===== config.mk =====
export PLATFORM = sky130hd
export DESIGN_NAME = gsm_cell_release
export DESIGN_NICKNAME = d
export VERILOG_FILES = /design/src/rtl/gsm_cell_release.sv
export SDC_FILE = /design/constraint.sdc
export NUM_CORES = 2
export LEC_CHECK = 0
export CELL_PAD_IN_SITES_DETAIL_PLACEMENT = 1
export CELL_PAD_IN_SITES_GLOBAL_PLACEMENT = 1
export CORE_MARGIN = 4
export CORE_UTILIZATION = 50
export CTS_CLUSTER_SIZE = 10
export DETAILED_ROUTE_END_ITERATION = 8
export PLACE_DENSITY_LB_ADDON = 0.05
export REMOVE_ABC_BUFFERS = 1
export SYNTH_ARGS = -nofsm -noshare
export SYNTH_HDL_FRONTEND = slang
export SYNTH_SLANG_ARGS = --single-unit

===== constraint.sdc =====
create_clock -name clk -period 38.5 [get_ports clk]
set_input_delay 9.625 -clock clk [delete_from_list [all_inputs] [get_ports clk]]
set_output_delay 9.625 -clock clk [all_outputs]
set_load 0.03 [all_outputs]

===== src/rtl/gsm_cell_release.sv =====
// Cell-release controller for the GSM switch: multicast reference counts,
// round-robin release arbitration and a free-address FIFO back to the allocator.
module gsm_cell_release #(
  parameter int MWIDTH = 4,
  parameter int AWIDTH = 7
) (
  input  logic                     clk,
  input  logic                     rst,
  input  logic                     i_gsm_wr_en,
  input  logic [AWIDTH-1:0]        i_gsm_cell_addr,
  input  logic [MWIDTH-1:0]        i_gsm_multicast,
  input  logic [MWIDTH-1:0]        i_rel_valid,
  input  logic [MWIDTH*AWIDTH-1:0] i_rel_addr,
  output logic [MWIDTH-1:0]        o_rel_ack,
  input  logic                     i_hmp_rd,
  output logic                     o_hmp_valid,
  output logic [AWIDTH-1:0]        o_hmp_addr,
  output logic                     o_bf_free_flag,
  output logic                     o_err
);
  localparam int DEPTH  = 1 << AWIDTH;
  localparam int CWIDTH = $clog2(MWIDTH + 1);
  localparam int PWIDTH = (MWIDTH > 1) ? $clog2(MWIDTH) : 1;
  localparam logic [AWIDTH:0] FULL = (AWIDTH+1)'(DEPTH);

  logic [CWIDTH-1:0] refcnt   [DEPTH];
  logic [AWIDTH-1:0] fifo_mem [DEPTH];
  logic [AWIDTH-1:0] rd_ptr, wr_ptr;
  logic [AWIDTH:0]   count;
  logic [PWIDTH-1:0] rr;

  logic              gnt_any;
  logic [PWIDTH-1:0] gnt_port;
  logic [AWIDTH-1:0] rel_addr;
  logic [CWIDTH-1:0] rel_cnt;
  logic [CWIDTH-1:0] load_cnt;
  logic              rel_clash, rel_zero, rel_last, rel_dec;
  logic              full, push_ok, push_drop, pop_ok, pop_err;

  // NOTE: every variable driven here gets a default before the search loop,
  // so no path leaves it unassigned and no latch is inferred.
  always_comb begin
    gnt_any  = 1'b0;
    gnt_port = '0;
    for (int i = 0; i < MWIDTH; i++) begin
      if (!gnt_any && i_rel_valid[(int'(rr) + i) % MWIDTH]) begin
        gnt_any  = 1'b1;
        gnt_port = PWIDTH'((int'(rr) + i) % MWIDTH);
      end
    end
    o_rel_ack = '0;
    if (gnt_any) o_rel_ack[gnt_port] = 1'b1;
  end

  always_comb begin
    load_cnt = '0;
    for (int i = 0; i < MWIDTH; i++) load_cnt = load_cnt + CWIDTH'(i_gsm_multicast[i]);
  end

  assign rel_addr = i_rel_addr[int'(gnt_port)*AWIDTH +: AWIDTH];
  assign rel_cnt  = refcnt[rel_addr];

  // A load to the address being released wins; the release is dropped as an error.
  assign rel_clash = gnt_any && i_gsm_wr_en && (rel_addr == i_gsm_cell_addr);
  assign rel_zero  = gnt_any && !rel_clash && (rel_cnt == '0);
  assign rel_last  = gnt_any && !rel_clash && (rel_cnt == CWIDTH'(1));
  assign rel_dec   = gnt_any && !rel_clash && (rel_cnt > CWIDTH'(1));

  assign full      = (count == FULL);
  assign push_ok   = rel_last && !full;
  assign push_drop = rel_last && full;
  assign pop_ok    = i_hmp_rd && (count != '0);
  assign pop_err   = i_hmp_rd && (count == '0);

  // NOTE: refcnt must read 0 right out of reset, so it is cleared entry by entry;
  // fifo_mem carries no reset because count alone decides which entries are live.
  always_ff @(posedge clk or posedge rst) begin
    if (rst) begin
      for (int i = 0; i < DEPTH; i++) refcnt[i] <= '0;
    end else begin
      if (rel_last)     refcnt[rel_addr] <= '0;
      else if (rel_dec) refcnt[rel_addr] <= rel_cnt - CWIDTH'(1);
      if (i_gsm_wr_en)  refcnt[i_gsm_cell_addr] <= load_cnt;
    end
  end

  always_ff @(posedge clk) begin
    if (push_ok) fifo_mem[wr_ptr] <= rel_addr;
  end

  always_ff @(posedge clk or posedge rst) begin
    if (rst) begin
      rr             <= '0;
      rd_ptr         <= '0;
      wr_ptr         <= '0;
      count          <= '0;
      o_bf_free_flag <= 1'b0;
      o_err          <= 1'b0;
    end else begin
      if (gnt_any) rr <= (int'(gnt_port) == MWIDTH - 1) ? '0 : gnt_port + PWIDTH'(1);
      if (push_ok) wr_ptr <= wr_ptr + AWIDTH'(1);
      if (pop_ok)  rd_ptr <= rd_ptr + AWIDTH'(1);
      if (push_ok && !pop_ok)      count <= count + (AWIDTH+1)'(1);
      else if (pop_ok && !push_ok) count <= count - (AWIDTH+1)'(1);
      o_bf_free_flag <= push_ok;
      o_err          <= o_err | rel_clash | rel_zero | push_drop | pop_err;
    end
  end

  assign o_hmp_valid = (count != '0);
  assign o_hmp_addr  = fifo_mem[rd_ptr];

endmodule


* Yosys cells after proc, flatten, opt, wreduce, memory -nomap -nowiden *
Memories as Yosys holds them, arrays and structs flattened.
Index checks and enable logic that the tools add are counted.

storage, ports and cells
  bits in registers = 410
  memories kept = 1
  output and inout bits = 14
  bits in writable memories = 896
  logic and storage cells = 246

cells by class
  bitwise logic cells = 11
  equal/unequal tests = 4
  multiplexer cells = 39
  add/sub/neg operators = 12
  $lt $le $gt $ge = 11
  shifts and indexed selects = 1
  reduce and logical (&&, ||, !) cells = 32
  multipliers = 1

memory list
  memory    depth  width  read ports  clocked after memory_dff  wr ports  line  text
  fifo_mem  128    7      1           0                         1         27    logic [AWIDTH-1:0] fifo_mem [DEPTH];

operator list
  cell                                                                           number
  384-bit 2-to-1 mux                                                             3
  384-bit bitwise mux                                                            2
  384-bit bitwise AND                                                            1
  384-bit NOT                                                                    1
  3-bit demux with 7-bit select                                                  2
  28-bit by 6-bit variable part select with 7-bit output                         1
  3-bit binary-select mux with 7-bit select                                      1
  1-bit logical AND                                                              18
  8-bit >= comparator (second input constant)                                    2
  8-bit by 1-bit less-than comparator with 1-bit output (second input constant)  2
  8-bit 2-to-1 mux                                                               2
  7-bit NOT with 8-bit output                                                    2
  7-bit by 1-bit adder with 7-bit output (second input constant)                 2
  1-bit 2-to-1 mux                                                               14
  3-bit by 4-bit less-than comparator with 1-bit output (second input constant)  3
  3-bit 2-to-1 mux                                                               4
  2-bit 2-to-1 mux                                                               5
  8-bit by 1-bit adder with 8-bit output (second input constant)                 1
  1-bit binary-select mux with 2-bit select                                      4
  8-bit == test (second input constant)                                          1
  8-bit zero test                                                                1
  8-bit nonzero test                                                             1
  8-bit by 1-bit subtractor with 8-bit output (second input constant)            1
  7-bit == test                                                                  1
  other kinds (20)                                                               36

* Longest topological paths before layout *
  depth in word-level cells = 27
  mapped depth = 34
  depth with buffers taken out = 28

* Least setup slack after synthesis *
No wires, ideal clock.

  path type = input port to output port
  start point = input i_rel_valid[3]
  end point = output o_rel_ack[0]
  arrival time = 10.901 ns
  cell stages on the path = 6
  path slack = 17.974 ns
  buffers on the path = 1
  required time = 28.875 ns
  cells stage by stage = and4b_4 a21oi_4 nand2_1 buf_2 ha_1 nor2b_1

on the way
  word-level cells in the longest chain between the ends = 17
  elaborated cells between the ends (all ways) = 31
  classes of those cells = order compare: 2; mux: 22; reduce/logical: 7

RTL lines
  element                                                                                                                                               line  text
  from (decl)                                                                                                                                           12    input logic [MWIDTH-1:0] i_rel_valid,
  1-bit binary-select mux with 2-bit select                                                                                                             46    if (!gnt_any && i_rel_valid[(int'(rr) + i) % MWIDTH]) begin
  1-bit 2-to-1 mux (implied by the code)                                                                                                                46
  1-bit 2-to-1 mux                                                                                                                                      46
  1-bit zero test                                                                                                                                       46
  1-bit logical AND                                                                                                                                     46
  1-bit 2-to-1 mux                                                                                                                                      46
  1-bit zero test                                                                                                                                       46
  1-bit logical AND                                                                                                                                     46
  1-bit 2-to-1 mux                                                                                                                                      46
  1-bit zero test                                                                                                                                       46
  1-bit logical AND                                                                                                                                     46
  2-bit 2-to-1 mux                                                                                                                                      46
  2-bit by 3-bit less-than comparator with 1-bit output (implied by the code) / 2-bit by 1-bit >= comparator with 1-bit output (equally long branches)  52    if (gnt_any) o_rel_ack[gnt_port] = 1'b1;
  1-bit logical AND (implied by the code)                                                                                                               52
  1-bit 2-to-1 mux (implied by the code)                                                                                                                52
  1-bit demux with 2-bit select                                                                                                                         52
  4-bit 2-to-1 mux *                                                                                                                                    52
  to (decl)                                                                                                                                             14    output logic [MWIDTH-1:0] o_rel_ack,

Every way passes the cells marked *; elsewhere a longest branch is shown, timed or not. The select of a mux whose other input is x is not followed.

* Final worst setup path *
  start point = input i_rel_valid[3]
  end point = output o_rel_ack[3]

Same word-level chain as after synthesis.

==> results.tsv <==
stage	metric	value	unit
run_status	outcome	finished clean	
detailed_routing	Avg WL per Cell	34.1	µm
global_routing	vias in the first global route	42370	
detailed_routing	Vias	41197	
cts	TritonCTS buffer count	154	
detailed_routing	Met2 Wirelength	95500	µm
floorplanning	DIE HEIGHT	353	µm
cts	Post-CTS Hold Buffers	0	
power_and_ir_drop	Lkg Pwr	21.9	nW
layout	Final Cell Area	66000	µm²
cts	cts repair resizes	0	
synth	Synthesis Warnings	0	
synth	synth top area cells	edfxtp_1 45%, dfrtp_1 17%, mux4_2 12%	
place	hpwl dp	122000	µm
layout	layout cell share with drive strength beyond 1	15.7	%
setup_path	critical path class	input pin to primary output	
sta	Worst slew margin	10.4	%
floorplanning	Starting Density	50.4	%
synth	EDFF count, synth	896	
detailed_routing	via/cell ratio	6.94	
layout	footprint of the multi-input gates	20800	µm²
global_routing	All-Layer GR Usage	32.4	%
setup_path	Worst Path Required	28880	ps
global_routing	initial antenna violation count	3	
cts	Post-CTS Setup Bufs	0	
setup_path	Crit path largest cell delay	680	ps
synth	Main synth FF type	edfxtp_1	
power_and_ir_drop	Max IR drop VDD	0.283	mV
sta	final setup fails	0	
cts	Reg clk slew, reported paths	60	ps
floorplanning	die area	125000	µm²
place	Routability Congestion	0.927	
layout	final std cells w/o fill	5932	
synth	Syn Inst Count	4322	
worst_hold_path	worst hold path class	flip-flop to flip-flop	
setup_path	CP Capture Type	primary output	
layout	FILL cells	11356	
setup_path	CP most frequent cell	clkdlybuf4s50_1	
floorplanning	Core ar.	118000	µm²
detailed_routing	final WL	202000	µm
place	DP Area	61400	µm²
sta	slew at the pin with the worst max-slew slack	1330	ps
detailed_routing	met1 WL	80700	µm
synth	Distinct cells, synth	92	
detailed_routing	DRT iter0 DRCs	4338	
place	Inst Count DP	5683	
global_routing	first-pass GRT wire length	299000	µm
detailed_routing	Top Layer Used	met5	
flow_run	Max Cap Viol	0	
cts	clk root buf	clkbuf_16	
setup_path	CP max FO	14	
setup_path	Worst path slowest cell	clkdlybuf4s50_1	
synth	flip-flop and latch count after synthesis	1306	
sta	final worst slack	16620	ps
global_routing	GR Overflow Total	0	
synth	synthesized cell area	59600	µm²
sta	Final min period	21880	ps
floorplanning	Die W	353	µm
sta	Tcrit/Tclk final	56.8	%
detailed_routing	remaining antenna violation count	0	
sta	setup repair after global routing missed its margin	false	
cts	Clock Sinks	1306	
global_routing	largest net degree at the start of global routing	242	
sta	fin. max-slew vios	0	
setup_path	crit path DAT	12260	ps
place	PortBufs	60	
setup_path	critical path's top delay family	buffers and inverters	
floorplanning	I/O pins	61	
sta	Clock Skews	71.0	ps
power_and_ir_drop	pwr dens	90.8	nW/µm²
cts	Bufs on Longest Clock Path	3	
setup_path	type of origin of the critical path	input pin	
sta	Max Freq	45.7	MHz
floorplanning	Site Rows	126	
layout	fin util	55.8	%
layout	Area Overhead vs Synth	10.7	%
cts	CTS tree	built	
sta	final hold vios	0	
synth	Async S/R FF share, synth	31.4	%
layout	Layout Nets	4370	
synth	Seq/Total Area, Yosys	62.4	%
sta	hold slack	500	ps
detailed_routing	drt first pass iters	6	
power_and_ir_drop	overall power	5.99	mW
setup_path	worst path buffer plus inverter count	3	
synth	share of the synthesized area in the top cell type	45.2	%
detailed_routing	# DRC	0	
layout	register area	37200	µm²
synth	Synth area leader	edfxtp_1	
cts	Worst-Skew Late Latency	790	ps
cts	H-Tree Depth	4	
setup_path	critical path cell sequence	clkdlybuf4s50_1 -> and4b_4 -> a21oi_4 -> nand2_1 -> inv_1 -> ha_1 -> nor2b_1 -> clkdlybuf4s50_1	
place	pre-CTS setup slack	16610	ps
sta	total negative slack	0	ps
synth	average size of a mapped cell	13.8	µm²
detailed_routing	DR WL met3	15300	µm
synth_stat cells (all sizes together), types with 127 or more instances:
cell type / count
nor2: 414
edfxtp: 896
o221ai: 231
o21ai: 166
a31oi: 128
mux4: 312
nand2: 510
buf: 127
o211ai: 248
nand3: 149
clkbuf: 207
dfrtp: 410
sequential cells by signal (all words and copies together) (netlist names):
name and count:
rr 2, rd_ptr 7, o_bf_free_flag 1, count 8, fifo_mem 896, refcnt 384, o_err 1, wr_ptr 7
logic make-up (layout without fill, tap and decap cells):
logic type	count (synthesis)	count (layout)	share of synthesized area [%]
adder cells (fa/ha/maj)	20	20	0.445
flip-flops	1306	1306	62.4
AND/OR/NAND/NOR	1208	1208	8.61
XOR/XNOR	27	27	0.397
buffers and inverters	360	430	3.08
other	0	4	0
AO/OA/AOI/OAI	1034	1034	12.3
multiplexers	367	367	12.8
report_power, final:
| group | internal, mW | switching (mW) |
|---|---|---|
| clock network | 0.774 | 0.583 |
| logic | 0.759 | 1.87 |
| registers | 1.85 | 0.157 |
| total | 3.38 | 2.61 |
final cells by class:
cell class	instances	share of cell area [%]
sequential	1306	56.3
clock buffer	228	6.52
clock inverter	17	0.442
timing repair buffer	159	2.07
tap	1536	2.91
inverter	26	0.210
multi-input combinational	2656	31.5
antenna	4	0.0152
metal layers:
metal / up-vias / global-route usage (%)
met2: 1963 / 51.0
met3: 533 / 5.38
met5: - / 0
met4: 2 / 15.8
met1: 21574 / 44.2
li1: 17125 / -
cell usage in the layout (no fill, tap or decap), types with 7 or more instances in the layout:
cell,Yosys,layout
edfxtp_1,896,896
nand2_1,506,502
dfrtp_1,410,406
nor2_1,411,395
mux4_2,312,312
o211ai_1,248,248
o221ai_1,231,231
clkbuf_16,0,156
nand3_1,147,146
o21ai_0,144,144
a31oi_1,128,128
a21oi_1,106,104
buf_4,20,97
clkdlybuf4s50_1,0,60
clkbuf_1,206,59
mux2i_1,29,29
and3_1,27,27
a32oi_1,25,25
o21ai_1,22,22
a22oi_1,22,22
mux2_2,21,21
xnor2_1,20,20
a211oi_1,19,19
nor3_1,23,18
nor2b_1,17,17
nand4_1,17,17
ha_1,18,17
inv_1,19,16
o22ai_1,13,13
clkbuf_8,0,13
nor2_4,1,12
a221o_1,11,11
a221oi_1,10,10
nand2b_1,9,9
nand2_2,3,7
nor2_2,2,7
a2111oi_0,7,7
xor2_1,7,7
path summary, 6_finish.rpt:
kind,from,endpoint,slack (ps),cells after the start
setup / recovery,i_rel_valid[3],o_rel_ack[3],16620,8
hold / removal,wr_ptr[2],wr_ptr[2],500,1
setup reg to reg,rr[1],count[7],29240,29
hold reg to reg,wr_ptr[2],wr_ptr[2],500,1
max in group asynchronous,rst,refcnt[206],26710,4
min in group asynchronous,rst,refcnt[342],9360,2
No activity file was read; power rests on OpenSTA's default activity.
